## config.mk

```make
export PLATFORM = sky130hd
export DESIGN_NAME = wb_obi_bridge_flat
export DESIGN_NICKNAME = d
export VERILOG_FILES = /design/src/rtl/wb_obi_bridge_if.sv /design/src/rtl/wb_obi_bridge.sv /design/src/flat_wrapper.sv
export SDC_FILE = /design/constraint.sdc
export NUM_CORES = 1
export LEC_CHECK = 0
export CORE_MARGIN = 2
export CORE_UTILIZATION = 32
export CTS_CLUSTER_DIAMETER = 30
export DETAILED_ROUTE_END_ITERATION = 8
export PLACE_DENSITY = 0.88
export SYNTH_ARGS = -nofsm -noshare
export SYNTH_HDL_FRONTEND = slang
export SYNTH_SLANG_ARGS = --single-unit
```

## constraint.sdc

```tcl
create_clock -name clk -period 3.5 [get_ports clk]
set_input_delay 0.7 -clock clk [delete_from_list [all_inputs] [get_ports clk]]
set_output_delay 0.7 -clock clk [all_outputs]
set_load 0.05 [all_outputs]
```

## src/rtl/wb_obi_bridge_if.sv

```systemverilog
// Signal bundle between an Ibex OBI-style request port and a Wishbone B4 bus.
// The master modport is the bridge's view: it answers the core and masters the bus.
// The slave modport is the complementary view (core plus Wishbone slave).
interface wb_obi_bridge_if #(
    parameter int unsigned DataWidth = 32,
    parameter int unsigned AddrWidth = 32
);
    // Core side
    logic                   req;
    logic                   gnt;
    logic                   we;
    logic [DataWidth/8-1:0] be;
    logic [AddrWidth-1:0]   addr;
    logic [DataWidth-1:0]   wdata;
    logic                   rvalid;
    logic [DataWidth-1:0]   rdata;
    logic                   err;

    // Wishbone side
    logic                   wb_cyc;
    logic                   wb_stb;
    logic                   wb_we;
    logic [DataWidth/8-1:0] wb_sel;
    logic [AddrWidth-1:0]   wb_adr;
    logic [DataWidth-1:0]   wb_dat_o;
    logic [DataWidth-1:0]   wb_dat_i;
    logic                   wb_ack;
    logic                   wb_err;
    logic                   wb_stall;

    modport master (
        input  req, we, be, addr, wdata, wb_dat_i, wb_ack, wb_err, wb_stall,
        output gnt, rvalid, rdata, err, wb_cyc, wb_stb, wb_we, wb_sel, wb_adr, wb_dat_o
    );

    modport slave (
        output req, we, be, addr, wdata, wb_dat_i, wb_ack, wb_err, wb_stall,
        input  gnt, rvalid, rdata, err, wb_cyc, wb_stb, wb_we, wb_sel, wb_adr, wb_dat_o
    );
endinterface

```

## src/rtl/wb_obi_bridge.sv

```systemverilog
// OBI (req/gnt/rvalid) to Wishbone B4 bridge, classic or pipelined, with an
// optional timeout that converts a hung bus into error responses.
module wb_obi_bridge #(
    parameter int unsigned DataWidth      = 32,
    parameter int unsigned AddrWidth      = 32,
    parameter int unsigned Pipelined      = 1,
    parameter int unsigned MaxOutstanding = 2,
    parameter int unsigned TimeoutCycles  = 0
) (
    input  logic            clk,
    input  logic            rst_n,
    wb_obi_bridge_if.master bus
);
    localparam int unsigned MaxOut  = (Pipelined != 0) ? MaxOutstanding : 1;
    localparam int unsigned OutstW  = $clog2(MaxOut + 1);
    localparam int unsigned TmoW    = (TimeoutCycles > 0) ? $clog2(TimeoutCycles + 1) : 1;
    localparam int unsigned BeWidth = DataWidth / 8;

    // In pipelined mode StActive just means "something outstanding"; in classic
    // mode it is the cycle-holding phase that drives stb from captured request.
    typedef enum logic [1:0] {StIdle, StActive, StAbort} state_e;

    state_e                state_q, state_d;
    logic [OutstW-1:0]     outst_q, outst_d;
    logic [TmoW-1:0]       tmo_q, tmo_d;
    logic                  rvalid_q, rvalid_d;
    logic                  err_q, err_d;
    logic [DataWidth-1:0]  rdata_q;

    // Captured request, only driven onto the bus in classic mode
    logic                  we_q;
    logic [BeWidth-1:0]    sel_q;
    logic [AddrWidth-1:0]  adr_q;
    logic [DataWidth-1:0]  dat_q;

    logic abort, stb, cyc, gnt, bus_resp, resp;

    // Bus handshake decode: strobe, grant, cycle and accepted responses
    always_comb begin
        abort    = (state_q == StAbort);
        bus_resp = bus.wb_ack | bus.wb_err;
        if (Pipelined != 0) begin
            stb = bus.req & (outst_q < OutstW'(MaxOut)) & ~abort;
            gnt = stb & ~bus.wb_stall;
            cyc = stb | ((outst_q != '0) & ~abort);
        end else begin
            stb = (state_q == StActive);
            gnt = bus.req & (state_q == StIdle);
            cyc = stb;
        end
        // Responses with nothing outstanding, or during abort, are dropped
        resp = bus_resp & (outst_q != '0) & ~abort;
    end

    // Next state, outstanding count, timeout counter and response generation
    always_comb begin
        state_d  = state_q;
        outst_d  = outst_q;
        tmo_d    = '0;
        rvalid_d = 1'b0;
        err_d    = 1'b0;
        if (abort) begin
            // Drain: one error response per cycle for every abandoned transfer
            if (outst_q != '0) begin
                outst_d  = outst_q - 1'b1;
                rvalid_d = 1'b1;
                err_d    = 1'b1;
            end
            if (outst_d == '0) begin
                state_d = StIdle;
            end
        end else begin
            outst_d  = outst_q + OutstW'(gnt) - OutstW'(resp);
            rvalid_d = resp;
            err_d    = resp & bus.wb_err;
            if (!bus_resp && (outst_q != '0) && (TimeoutCycles != 0)) begin
                tmo_d = tmo_q + 1'b1;
            end
            state_d = (outst_d != '0) ? StActive : StIdle;
            if ((TimeoutCycles != 0) && (tmo_d == TmoW'(TimeoutCycles))) begin
                state_d = StAbort;
            end
        end
    end

    // Control and response registers
    always_ff @(posedge clk or negedge rst_n) begin
        if (!rst_n) begin
            state_q  <= StIdle;
            outst_q  <= '0;
            tmo_q    <= '0;
            rvalid_q <= 1'b0;
            err_q    <= 1'b0;
            rdata_q  <= '0;
        end else begin
            state_q  <= state_d;
            outst_q  <= outst_d;
            tmo_q    <= tmo_d;
            rvalid_q <= rvalid_d;
            err_q    <= err_d;
            if (resp) begin
                rdata_q <= bus.wb_dat_i;
            end
        end
    end

    // Request capture on grant for the classic-mode bus phase
    always_ff @(posedge clk or negedge rst_n) begin
        if (!rst_n) begin
            we_q  <= 1'b0;
            sel_q <= '0;
            adr_q <= '0;
            dat_q <= '0;
        end else if (gnt) begin
            we_q  <= bus.we;
            sel_q <= bus.be;
            adr_q <= bus.addr;
            dat_q <= bus.wdata;
        end
    end

    assign bus.gnt      = gnt;
    assign bus.rvalid   = rvalid_q;
    assign bus.rdata    = rdata_q;
    assign bus.err      = err_q;
    assign bus.wb_cyc   = cyc;
    assign bus.wb_stb   = stb;
    assign bus.wb_we    = (Pipelined != 0) ? bus.we    : we_q;
    assign bus.wb_sel   = (Pipelined != 0) ? bus.be    : sel_q;
    assign bus.wb_adr   = (Pipelined != 0) ? bus.addr  : adr_q;
    assign bus.wb_dat_o = (Pipelined != 0) ? bus.wdata : dat_q;
endmodule

```

## src/flat_wrapper.sv

```systemverilog
// flat-port wrapper written by rule: the top's interface ports become plain ports
module wb_obi_bridge_flat 
#(
    parameter int unsigned DataWidth      = 32,
    parameter int unsigned AddrWidth      = 32,
    parameter int unsigned Pipelined      = 1,
    parameter int unsigned MaxOutstanding = 2,
    parameter int unsigned TimeoutCycles  = 0
)
  (clk, rst_n, bus_req, bus_we, bus_be, bus_addr, bus_wdata, bus_wb_dat_i, bus_wb_ack, bus_wb_err, bus_wb_stall, bus_gnt, bus_rvalid, bus_rdata, bus_err, bus_wb_cyc, bus_wb_stb, bus_wb_we, bus_wb_sel, bus_wb_adr, bus_wb_dat_o);
  wb_obi_bridge_if #(.DataWidth(DataWidth), .AddrWidth(AddrWidth)) bus_i ();
  input  logic clk;
  input  logic rst_n;
  input wire logic [$bits(bus_i.req)-1:0] bus_req;
  input wire logic [$bits(bus_i.we)-1:0] bus_we;
  input wire logic [$bits(bus_i.be)-1:0] bus_be;
  input wire logic [$bits(bus_i.addr)-1:0] bus_addr;
  input wire logic [$bits(bus_i.wdata)-1:0] bus_wdata;
  input wire logic [$bits(bus_i.wb_dat_i)-1:0] bus_wb_dat_i;
  input wire logic [$bits(bus_i.wb_ack)-1:0] bus_wb_ack;
  input wire logic [$bits(bus_i.wb_err)-1:0] bus_wb_err;
  input wire logic [$bits(bus_i.wb_stall)-1:0] bus_wb_stall;
  output wire logic [$bits(bus_i.gnt)-1:0] bus_gnt;
  output wire logic [$bits(bus_i.rvalid)-1:0] bus_rvalid;
  output wire logic [$bits(bus_i.rdata)-1:0] bus_rdata;
  output wire logic [$bits(bus_i.err)-1:0] bus_err;
  output wire logic [$bits(bus_i.wb_cyc)-1:0] bus_wb_cyc;
  output wire logic [$bits(bus_i.wb_stb)-1:0] bus_wb_stb;
  output wire logic [$bits(bus_i.wb_we)-1:0] bus_wb_we;
  output wire logic [$bits(bus_i.wb_sel)-1:0] bus_wb_sel;
  output wire logic [$bits(bus_i.wb_adr)-1:0] bus_wb_adr;
  output wire logic [$bits(bus_i.wb_dat_o)-1:0] bus_wb_dat_o;
  assign bus_i.req = bus_req;
  assign bus_i.we = bus_we;
  assign bus_i.be = bus_be;
  assign bus_i.addr = bus_addr;
  assign bus_i.wdata = bus_wdata;
  assign bus_i.wb_dat_i = bus_wb_dat_i;
  assign bus_i.wb_ack = bus_wb_ack;
  assign bus_i.wb_err = bus_wb_err;
  assign bus_i.wb_stall = bus_wb_stall;
  assign bus_gnt = bus_i.gnt;
  assign bus_rvalid = bus_i.rvalid;
  assign bus_rdata = bus_i.rdata;
  assign bus_err = bus_i.err;
  assign bus_wb_cyc = bus_i.wb_cyc;
  assign bus_wb_stb = bus_i.wb_stb;
  assign bus_wb_we = bus_i.wb_we;
  assign bus_wb_sel = bus_i.wb_sel;
  assign bus_wb_adr = bus_i.wb_adr;
  assign bus_wb_dat_o = bus_i.wb_dat_o;
  wb_obi_bridge #(.DataWidth(DataWidth), .AddrWidth(AddrWidth), .Pipelined(Pipelined), .MaxOutstanding(MaxOutstanding), .TimeoutCycles(TimeoutCycles)) u_core (.clk(clk), .rst_n(rst_n), .bus(bus_i));
endmodule
```

## Word level (Yosys, flattened, before mapping)

Index checks and enable logic that the tools add are counted.

- Equality and inequality tests: 2
- $add $sub $neg: 3
- Bitwise operators: 11
- Multiplexer cells: 9
- Reduce and logical (&&, ||, !) cells: 3
- $lt $le $gt $ge: 1

Operator list:

| cell | number |
|---|---|
| $mux W2 | 5 |
| $and A1 B1 Y1 | 7 |
| $mux W1 | 4 |
| $reduce_bool A2 Y1 | 2 |
| $add A2 B1 Y2 | 1 |
| $eq A2 B2 Y1 const B | 1 |
| $logic_not A2 Y1 | 1 |
| $lt A2 B2 Y1 const B | 1 |
| $ne A2 B2 Y1 const B | 1 |
| $not A1 Y1 | 2 |
| $or A1 B1 Y1 | 2 |
| $sub A2 B1 Y2 | 1 |
| $sub A2 B1 Y2 const B | 1 |

- Output and inout port bits: 106
- Register bits: 38
- Logic and storage cells: 34
- Bits of input ports: 107

## Longest topological paths before layout

Gate-level depths: netlist of run 1.

- Depth after elaboration: 9
- Mapped depth: 8
- Gate-level depth less buffers: 7

## Least setup slack after synthesis of run 1

Ideal clock, no wire load.

- Path type: input-to-reg
- Start: input bus_req
- End: register u_core.outst_q[1]
- Arrival: 2.367 ns
- Slack: 1.007 ns
- Path buffers: 0
- Setup time: 0.126 ns
- Cell stages on the path: 6
- Required time: 3.374 ns
- Cell sequence: nor3b_2 xnor2_1 ha_1 nor2b_1 a32o_1 a221o_1

- Word-level cells in the longest chain between the ends: 6

Ends and longest elaborated chain:

| item | RTL line | source |
|---|---|---|
| start: declaration | flat_wrapper.sv:14 | `input wire logic [$bits(bus_i.req)-1:0] bus_req;` |
| $and A1 B1 Y1 (2 in series) | wb_obi_bridge.sv:43 | `stb = bus.req & (outst_q < OutstW'(MaxOut)) & ~abort;` |
| $and A1 B1 Y1 | wb_obi_bridge.sv:44 | `gnt = stb & ~bus.wb_stall;` |
| $add A2 B1 Y2 | wb_obi_bridge.sv:73 | `outst_d = outst_q + OutstW'(gnt) - OutstW'(resp);` |
| $sub A2 B1 Y2 | wb_obi_bridge.sv:73 |  |
| $mux W2 | wb_obi_bridge.sv:62 | `if (abort) begin` |
| named net u_core.outst_d[1] | wb_obi_bridge.sv:24 | `logic [OutstW-1:0] outst_q, outst_d;` |
| end signal: assignment | wb_obi_bridge.sv:97 | `outst_q <= outst_d;` |
| end: declaration | wb_obi_bridge.sv:24 |  |

The timed path passes the listed nets, and every way through them passes these cells.
A chain may end at the register's enable or synchronous reset.

## Worst setup path after layout of run 1

- Start: input bus_req
- End: output bus_wb_cyc

- Word-level cells in the longest chain between the ends: 3

Ends and longest elaborated chain:

| item | RTL line | source |
|---|---|---|
| $and A1 B1 Y1 (2 in series) | wb_obi_bridge.sv:43 |  |
| $or A1 B1 Y1 | wb_obi_bridge.sv:45 | `cyc = stb \| ((outst_q != '0) & ~abort);` |
| end: declaration | flat_wrapper.sv:27 | `output wire logic [$bits(bus_i.wb_cyc)-1:0] bus_wb_cyc;` |

Every way passes these cells.

==> out/metrics.cfg, run 1 <==
[run_status]
outcome = complete, no violations

[clock_tree]
htreeDepth = 2
clk_latency_ns = 0.28
clk_pin_slew_ns = 0.07
root_buffer = clkbuf_8
cts_tree = done
cts_resized = 0
numCtsBuffers = 5
hold_buffers = 0
cts_sinks = 36
post-cts-setup-buffer-count = 0
cts_buffer_depth = 2

[sta]
setup_viol = 0
relSlewSlack_pct = 46.4
post-route-period-util_pct = 82.8
max_freq_ghz = 0.345
worst_slew_pin_slew_ns = 0.804
finalCriticalPeriod_ns = 2.90
rsz0062_at_grt = no
finalClockSkew_ns = 0.00470
slew_viol_final = 0
timing.final.ws_setup_ns = 0.603
finalHoldViolCount = 0
fin_setup_tns_ns = 0

[route]
vias = 1057
wirelength_mm = 3.86
vias_per_cell = 4.33
wl_per_cell_um = 15.8
drt-initial-drc-count = 18
dr.pass1.iters = 3
drc = 0
ant_nets = 0

[synthesis]
synthSimpleGateAreaFrac_pct = 2.40
synth_nets = 265
synth-xor-area-share_pct = 0.419
synth.top_cell.area_share_pct = 43.1
synth-seq-cells = 36
synthMuxAreaShare_pct = 22.8
synth_fa_ha_area_share_pct = 0.599
yosys_warnings = 0
ys_seq_area_share_pct = 43.1
avgSynthCellArea_sq_um = 13.3
yosysTopAreaCell = dfrtp_1
synth_area_sq_um = 2090
syn-instance-count = 157
ys_top_cells_by_area = dfrtp_1, buf_4, mux2_4
synth_compound_area_share_pct = 2.34
synth_cell_types = 20
synth_top_family_by_area = buffers and inverters

[floorplan]
die_w_um = 84.8
die-area_sq_um = 7190
placeableCoreArea_sq_um = 6350
die_height_um = 84.8
fp-row-count = 29
io_pins = 213
initial_core_util_pct = 32.9

[placement]
gp_congestion = 0.798
port_buffers = 74
dp.cells = 236
dpl.hpwl_mm = 2.82
pre_cts_slack_ns = 0.597

[global_route]
grt.met2_usage_pct = 16.9
grt_busiest_layer = met2
first_global_vias = 1119
grt_max_degree = 37
grt.met1_usage_pct = 12.4
grt_antenna_before_repair = 0
grt_pass1_wl_mm = 5.92
grtUsageTotal_pct = 10.7
use_met3_pct = 3.83
overflow = 0

[setup_path]
cp_max_fo = 3
criticalPathCategory = in -> out
r2r-end = u_core.outst_q[1]$_DFF_PN0_
worst-path-stages = 3
r2r_slack_ns = 1.60
crit_path_cell_trace = clkdlybuf4s50_1, or3_1, clkdlybuf4s50_1
cp_top_family = buffers and inverters
cp_data_arrival_time_ns = 2.20
cp_common_cell = clkdlybuf4s50_1
reg2reg_from = u_core.outst_q[1]$_DFF_PN0_
startpoint_type = primary input
path_buf_inv = 2
critPathSlowestCell = clkdlybuf4s50_1
worstPathRequired_ns = 2.80
critPathMaxStageDelay_ns = 0.70
r2r_cells = 6
cp-end-kind = output port

[layout]
area_growth_pct = 17.2
n_antenna_cell = 0
nNetsFinal = 274
final_cells = 244
n_fill_cell = 602
layout-drive-gt1-share_pct = 27.5

[pwr]
p_sw_share_pct = 45.3
ir_drop_mv = 0.649
power_density_nw_per_um2 = 1140
p_clk_share_pct = 12.8
leakage_nw = 1.06
switchingPower_mw = 1.26
comb_power_share_pct = 60.6
internal-power_mw = 1.53
p_seq_share_pct = 26.6

[hold_path]
min_path_type = in -> async

[run]
maxCapViolCount = 0

[sequential cells by signal, indices dropped and copies added (netlist names)]
signal and cells:
u_core.bus.err 1, u_core.bus.rdata 32, u_core.bus.rvalid 1, u_core.outst_q 2
[synth_stat cells]
cell and count:
mux2_2 4, buf_6 1, nor2b_1 3, o21a_1 1, mux2i_1 1, a32o_1 1
xnor2_1 1, o21ai_4 1, buf_12 3, or2_4 1, or3_1 1, nor2_1 1
ha_1 1, mux2_4 28, buf_4 69, a221o_1 1, o21ai_0 1, dfrtp_1 36
inv_1 1, nor3b_2 1
[layout by cell type (no fill, tap or decap), drive strengths merged]
master / count
clkinvlp: 1
o21a: 1
or2: 1
clkbuf: 5
dfrtp: 36
bufinv: 1
o21ai: 2
nor2: 1
buf: 3
a32o: 1
or3: 1
nor2b: 3
ha: 1
nor3b: 1
a221o: 1
mux2: 32
xnor2: 1
mux2i: 1
inv: 1
clkinv: 1
clkdlybuf4s50: 72
[per-stage QoR]
stage | total power [mW] | util (%) | area [sq um] | hold WS [ns]
finish | 2.79 | 38.6 | 2450 | 0.491
global route | 2.93 | 38.6 | 2450 | 0.522
CTS | 2.83 | 38.6 | 2450 | 0.510
detailed placement | 2.45 | 36.8 | 2340 | 0.490
global placement | 2.42 | 36.8 | 2340 | 0.486
floorplan | 2.20 | - | 2090 | 0.404
[worst register-to-register path: stages (launching register included)]
cell	delay [ns]
dfrtp_1	0.50
nor3b_2	0.34
xnor2_1	0.12
ha_1	0.22
nor2b_1	0.14
a32o_1	0.22
a221o_1	0.25
[layer usage]
| metal | wire [um] | vias up |
|---|---|---|
| met5 | 0 | - |
| met1 | 1450 | 488 |
| met4 | 133 | 0 |
| met2 | 1820 | 83 |
| li1 | - | 466 |
| met3 | 454 | 20 |
[worst max-delay path by stage]
stage | start | endpoint | slack (ns)
final | bus_req | bus_wb_cyc | 0.60
after floorplan | bus_req | u_core.outst_q[1]$_DFF_PN0_ | 1.01
after CTS | bus_req | bus_wb_cyc | 0.60
after detailed placement | bus_req | bus_wb_cyc | 0.60
after global routing | bus_req | bus_wb_cyc | 0.56
after global placement | bus_req | bus_wb_cyc | 0.62
[power groups by stage]
stage / Combinational [mW] / Clock [mW] / Sequential (mW)
final: 1.69 / 0.358 / 0.742
after CTS: 1.71 / 0.378 / 0.743
after detailed placement: 1.71 / 0 / 0.748
after floorplan: 0.784 / 0 / 1.41
after global placement: 1.68 / 0 / 0.739
after global routing: 1.76 / 0.395 / 0.772
[kinds of logic after synthesis]
logic type	count (synthesis)
AND/OR/NAND/NOR	7
flip-flops	36
AO/OA/AOI/OAI	5
XOR/XNOR	1
buffers and inverters	74
multiplexers	33
adder cells (fa/ha/maj)	1
[cell type report]
class | count | area, sq um | share of cell area (%)
flip-flops and latches | 36 | 901 | 36.8
inverters | 1 | 3.75 | 0.153
clock buffers | 5 | 68.8 | 2.81
repair buffers | 75 | 741 | 30.3
well taps | 77 | 96.3 | 3.93
multi-input cells | 47 | 596 | 24.3
clock inverters | 3 | 42.5 | 1.74
No activity file was read; power rests on OpenSTA's default activity.
==> run 2: changes to the inputs <==
--- a/config.mk
+++ b/config.mk
@@ -6,10 +6,10 @@
 export NUM_CORES = 1
 export LEC_CHECK = 0
 export CORE_MARGIN = 2
-export CORE_UTILIZATION = 32
+export CORE_UTILIZATION = 29
 export CTS_CLUSTER_DIAMETER = 30
 export DETAILED_ROUTE_END_ITERATION = 8
-export PLACE_DENSITY = 0.88
+export PLACE_DENSITY = 0.8
 export SYNTH_ARGS = -nofsm -noshare
 export SYNTH_HDL_FRONTEND = slang
 export SYNTH_SLANG_ARGS = --single-unit
==> constraint.sdc (replaced) <==
create_clock -name clk -period 2.9 [get_ports clk]
set_input_delay 0.58 -clock clk [delete_from_list [all_inputs] [get_ports clk]]
set_output_delay 0.58 -clock clk [all_outputs]
set_load 0.05 [all_outputs]
==> run 2 against run 1 <==
  * First-iteration DRC count grew 89%
  * Flip-flop and latch count is the same
  * Cell count grew 7.8%
  * Non-clock buffer count is the same
  * Clock-buffer cell count is the same
  * Worst setup slack lost 0.37 ns
  * Final area grew 1.4%
  * Largest power group unchanged
  * Worst hold slack lost 0.11 ns
  * Clock skew grew 0.0042 ns
  * Routed wire length shrank 2.2%
  * Critical endpoint unchanged
  * Combinational power grew 21%
==> out/metrics.cfg, run 2 (synthesis gave the netlist of run 1 again) <==
[run_status]
outcome = complete, no violations  ; unchanged

[setup_path]
cp_max_fo = 3  ; unchanged
critPathSlowestCell = clkdlybuf4s50_1  ; unchanged
worstPathRequired_ns = 2.32  ; was 2.80 ns
cp-end-kind = output port  ; unchanged
crit_path_cell_trace = clkdlybuf4s50_1, or3_1, clkdlybuf4s50_1  ; unchanged
cp_top_family = buffers and inverters  ; unchanged
path_buf_inv = 2  ; unchanged
cp_common_cell = clkdlybuf4s50_1  ; unchanged
startpoint_type = primary input  ; unchanged
cp_data_arrival_time_ns = 2.08  ; was 2.20 ns
criticalPathCategory = in -> out  ; unchanged
critPathMaxStageDelay_ns = 0.71  ; was 0.70 ns

[run]
maxCapViolCount = 0  ; unchanged

[route]
drc = 0  ; unchanged
dr.pass1.iters = 4  ; was 3
vias = 1080  ; was 1057
vias_per_cell = 4.11  ; was 4.33
drt-initial-drc-count = 34  ; was 18
ant_nets = 0  ; unchanged
wirelength_mm = 3.78  ; was 3.86 mm
wl_per_cell_um = 14.4  ; was 15.8 um

[layout]
area_growth_pct = 18.8  ; was 17.2%
n_antenna_cell = 0  ; unchanged
layout_commonest_cell = clkdlybuf4s50_1  ; unchanged
multiInputGateArea_sq_um = 596  ; unchanged
final_cell_mix = clkdlybuf4s50_1, dfrtp_1, mux2_4  ; unchanged
n_fill_cell = 664  ; was 602
final_cells = 263  ; was 244
layout-drive-gt1-share_pct = 28.1  ; was 27.5%
fin_util_pct = 36.1  ; was 38.6%
regArea_sq_um = 901  ; unchanged
largest_reg_flops = 32  ; unchanged
nNetsFinal = 274  ; unchanged

[floorplan]
fp-row-count = 30  ; was 29
die_height_um = 88.9  ; was 84.8 um
initial_core_util_pct = 30.4  ; was 32.9%
die_w_um = 88.9  ; was 84.8 um
io_pins = 213  ; unchanged
placeableCoreArea_sq_um = 6870  ; was 6350 sq um
die-area_sq_um = 7900  ; was 7190 sq um

[hold_path]
min_path_type = in -> async  ; unchanged

[sta]
max_freq_ghz = 0.375
setup_viol = 0  ; unchanged
fin_setup_tns_ns = 0  ; unchanged
finalClockSkew_ns = 0.00886  ; was 0.00470 ns
worst_slew_pin_slew_ns = 0.824  ; was 0.804 ns
post-route-period-util_pct = 91.9
slew_viol_final = 0  ; unchanged
finalCriticalPeriod_ns = 2.66
relSlewSlack_pct = 45.1  ; was 46.4%
rsz0062_at_grt = no  ; unchanged
finalHoldViolCount = 0  ; unchanged
timing.final.ws_setup_ns = 0.236  ; was 0.603 ns

[pwr]
p_clk_share_pct = 12.9  ; was 12.8%
p_seq_share_pct = 26.6  ; about the same
leakage_nw = 1.07  ; was 1.06 nW
ir_drop_mv = 0.443  ; was 0.649 mV
p_sw_share_pct = 45.3  ; about the same
power_density_nw_per_um2 = 1360  ; was 1140 nW/um^2
switchingPower_mw = 1.53  ; was 1.26 mW
internal-power_mw = 1.84  ; was 1.53 mW
power_mw = 3.37  ; was 2.79 mW
comb_power_share_pct = 60.5  ; was 60.6%

[global_route]
overflow = 0  ; unchanged
grtUsageTotal_pct = 9.09  ; was 10.7%
grt_max_degree = 37  ; unchanged
first_global_vias = 1113  ; was 1119
grt_pass1_wl_mm = 5.39  ; was 5.92 mm
grt_antenna_before_repair = 0  ; unchanged

[clock_tree]
cts_sinks = 36  ; unchanged
clk_latency_ns = 0.28  ; about the same
numCtsBuffers = 5  ; unchanged
cts_resized = 0  ; unchanged
cts_buffer_depth = 2  ; unchanged
cts_tree = done  ; unchanged
htreeDepth = 2  ; unchanged
post-cts-setup-buffer-count = 0  ; unchanged
root_buffer = clkbuf_8  ; unchanged
hold_buffers = 0  ; unchanged
clk_pin_slew_ns = 0.08  ; was 0.07 ns

[placement]
gp_congestion = 0.730  ; was 0.798
pre_cts_slack_ns = 0.235  ; was 0.597 ns
dp.cells = 255  ; was 236
port_buffers = 74  ; unchanged
dpl.hpwl_mm = 2.71  ; was 2.82 mm

[run 2: cell types whose count changed in the layout (fill, tap and decap cells not counted), sizes merged]
cell,delta
buf,+1
clkdlybuf4s50,-1
[run 2: layout make-up]
cell class | instances | area share (%)
inverter | 1 | 0.151
tap | 96 | 4.84
multi-input combinational | 47 | 24.0
sequential | 36 | 36.3
clock inverter | 3 | 1.71
clock buffer | 5 | 2.77
timing repair buffer | 75 | 30.2
[run 2: stage by stage]
stage / hold WS, ns / cell area, sq um
after floorplan: 0.284 / 2090
after global placement: 0.488 / 2370
after detailed placement: 0.491 / 2370
after CTS: 0.410 / 2480
after global routing: 0.458 / 2480
final: 0.385 / 2480
[run 2: path summary, 6_finish.rpt]
check / start / endpoint / slack [ns] / depth (start not counted)
worst min-delay path: rst_n / u_core.bus.err$_DFF_PN0_ / 0.39 / 1
worst min register to register: u_core.bus.rdata[13]$_DFFE_PN0P_ / u_core.bus.rdata[13]$_DFFE_PN0P_ / 0.50 / 1
worst max register to register: u_core.outst_q[1]$_DFF_PN0_ / u_core.outst_q[1]$_DFF_PN0_ / 0.94 / 6
worst max-delay path: bus_req / bus_wb_cyc / 0.24 / 3
min in group clk: u_core.bus.rdata[13]$_DFFE_PN0P_ / u_core.bus.rdata[13]$_DFFE_PN0P_ / 0.50 / 1
max in group asynchronous: rst_n / u_core.bus.rdata[11]$_DFFE_PN0P_ / 1.99 / 1
[run 2: worst reg2reg max path: stages, from the launching register on]
cell     delay (ns)
dfrtp_1        0.50
nor3b_2        0.41
xnor2_1        0.12
ha_1           0.22
nor2b_1        0.14
a32o_1         0.21
a221o_1        0.25
[run 2: metal layers]
metal	GRT usage (%)	share of wire [%]
met5	0	0
met4	5.65	3.4
met3	4.29	13
met2	15.6	45
met1	8.77	38
[run 2: power groups by stage]
| stage | clock, mW | combinational, mW | sequential [mW] |
|---|---|---|---|
| after floorplan | 0 | 0.946 | 1.70 |
| after global placement | 0 | 2.04 | 0.897 |
| after detailed placement | 0 | 2.06 | 0.905 |
| after CTS | 0.462 | 2.06 | 0.899 |
| after global routing | 0.481 | 2.12 | 0.931 |
| final | 0.435 | 2.04 | 0.897 |
==> run 3: changes to the inputs <==
--- a/config.mk
+++ b/config.mk
@@ -5,9 +5,9 @@
 export SDC_FILE = /design/constraint.sdc
 export NUM_CORES = 1
 export LEC_CHECK = 0
-export CORE_MARGIN = 2
 export CORE_UTILIZATION = 29
 export CTS_CLUSTER_DIAMETER = 30
+export CTS_CLUSTER_SIZE = 24
 export DETAILED_ROUTE_END_ITERATION = 8
 export PLACE_DENSITY = 0.8
 export SYNTH_ARGS = -nofsm -noshare
==> run 3 against run 2 <==
  * Final area is 1.6% lower
  * Critical path type unchanged
  * Non-clock buffer count did not move
  * Worst hold slack worse by 0.012 ns
  * Worst setup slack better by 0.46 ns
  * Utilization fell by 0.56 points
  * Flip-flop and latch count did not move
  * Highest routed layer unchanged
==> out/metrics.cfg, run 3 (synthesis gave the netlist of run 1 again) <==
[run_status]
outcome = complete, no violations  ; unchanged

[route]
wirelength_mm = 3.64  ; was 3.78 mm
vias_per_cell = 4.04  ; was 4.11
drc = 0  ; unchanged
vias = 1063  ; was 1080
ant_nets = 0  ; unchanged
wl_per_cell_um = 13.8  ; was 14.4 um
drt-initial-drc-count = 30  ; was 34
dr.pass1.iters = 4  ; unchanged

[layout]
layout-drive-gt1-share_pct = 28.7  ; was 28.1%
area_growth_pct = 16.9  ; was 18.8%
regArea_sq_um = 901  ; unchanged
n_antenna_cell = 0  ; unchanged
layout_commonest_cell = clkdlybuf4s50_1  ; unchanged
nNetsFinal = 274  ; unchanged
final_cell_mix = clkdlybuf4s50_1, dfrtp_1, mux2_4  ; unchanged
n_fill_cell = 688  ; was 664
largest_reg_flops = 32  ; unchanged
multiInputGateArea_sq_um = 596  ; unchanged

[sta]
worst_slew_pin_slew_ns = 0.789  ; was 0.824 ns
timing.hold.ws_ns = 0.373  ; was 0.385 ns
relSlewSlack_pct = 47.4  ; was 45.1%
post-route-period-util_pct = 76.0  ; was 91.9%
finalCriticalPeriod_ns = 2.21  ; was 2.66 ns
finalHoldViolCount = 0  ; unchanged
rsz0062_at_grt = no  ; unchanged
finalClockSkew_ns = 0.00323  ; was 0.00886 ns
fin_setup_tns_ns = 0  ; unchanged
timing.final.ws_setup_ns = 0.695  ; was 0.236 ns
setup_viol = 0  ; unchanged
slew_viol_final = 0  ; unchanged
max_freq_ghz = 0.454  ; was 0.375 GHz

[global_route]
grt_pass1_wl_mm = 5.38  ; was 5.39 mm
overflow = 0  ; unchanged
grt_antenna_before_repair = 0  ; unchanged
grt_max_degree = 37  ; unchanged
first_global_vias = 1065  ; was 1113
grtUsageTotal_pct = 9.58  ; was 9.09%

[setup_path]
r2r_slack_ns = 1.03  ; was 0.94 ns
cp_max_fo = 3  ; unchanged
r2r-end = u_core.outst_q[1]$_DFF_PN0_  ; unchanged
cp-end-kind = output port  ; unchanged
cp_data_arrival_time_ns = 1.63  ; was 2.08 ns
worstPathRequired_ns = 2.32  ; about the same
reg2reg_from = u_core.outst_q[1]$_DFF_PN0_  ; unchanged
r2r_cells = 6  ; unchanged
criticalPathCategory = in -> out  ; unchanged
startpoint_type = primary input  ; unchanged

[clock_tree]
post-cts-setup-buffer-count = 0  ; unchanged
hold_buffers = 0  ; unchanged
numCtsBuffers = 5  ; unchanged
root_buffer = clkbuf_8  ; unchanged
cts_buffer_depth = 2  ; unchanged
cts_resized = 0  ; unchanged
clk_latency_ns = 0.28  ; about the same
cts_tree = done  ; unchanged
htreeDepth = 2  ; unchanged
cts_sinks = 36  ; unchanged
clk_pin_slew_ns = 0.08  ; about the same

[pwr]
power_density_nw_per_um2 = 1340  ; was 1360 nW/um^2
ir_drop_mv = 0.540  ; was 0.443 mV
leakage_nw = 1.06  ; was 1.07 nW

[placement]
port_buffers = 74  ; unchanged
dpl.hpwl_mm = 2.66  ; was 2.71 mm
gp_congestion = 0.643  ; was 0.730
pre_cts_slack_ns = 0.464  ; was 0.235 ns

[hold_path]
min_path_type = in -> async  ; unchanged

[floorplan]
die_height_um = 86.9  ; was 88.9 um
die_w_um = 86.9  ; was 88.9 um
placeableCoreArea_sq_um = 6870  ; unchanged
fp-row-count = 30  ; unchanged
die-area_sq_um = 7550  ; was 7900 sq um
initial_core_util_pct = 30.4  ; unchanged
io_pins = 213  ; unchanged

[run]
maxCapViolCount = 0  ; unchanged

run 3: worst max path at each step:
stage                     from                                to  slack (ns)  cells past startpoint
floorplan              bus_req       u_core.outst_q[1]$_DFF_PN0_        0.53                      6
global placement    bus_wb_err  u_core.bus.rdata[15]$_DFFE_PN0P_        0.50                      5
detailed placement  bus_wb_err  u_core.bus.rdata[13]$_DFFE_PN0P_        0.46                      5
CTS                    bus_req                        bus_wb_cyc        0.68                      3
global route           bus_req                           bus_gnt        0.65                      3
finish                 bus_req                        bus_wb_cyc        0.69                      3
run 3: through the flow:
| step | cells | area, sq um | power (mW) | util [%] |
|---|---|---|---|---|
| 2_1_floorplan | 157 | 2090 | 2.65 | - |
| 3_3_place_gp | 255 | 2360 | 2.93 | 34.3 |
| 3_5_place_dp | 255 | 2360 | 2.95 | 34.3 |
| 4_1_cts | 263 | 2440 | 3.32 | 35.6 |
| 5_1_grt | 263 | 2440 | 3.44 | 35.6 |
| 6_report | 263 | 2440 | 3.28 | 35.6 |
run 3: critical path, cell delays in order:
cell	delay (ns)
clkdlybuf4s50_1	0.44
or3_1	0.40
buf_4	0.20
run 3: layout make-up:
cell class              instances  area share [%]
clock inverters                 3           0.768
inverters                       1           0.154
repair buffers                 75            30.1
flip-flops and latches         36            36.9
multi-input cells              47            24.4
well taps                      96            4.92
clock buffers                   5            2.82
run 3: metal layers:
metal / vias up / part of all wire (%) / track usage (%)
met5: - / 0 / 0
met4: 0 / 2.9 / 5.76
met3: 17 / 10 / 3.22
met2: 88 / 48 / 15.7
met1: 493 / 39 / 10.8
li1: 465 / - / -
run 3: power breakdown:
part / switching, mW / total [mW] / internal [mW]
registers: 0.154 / 0.901 / 0.747
clock network: 0.181 / 0.349 / 0.167
logic: 1.19 / 2.03 / 0.837
total: 1.52 / 3.28 / 1.75
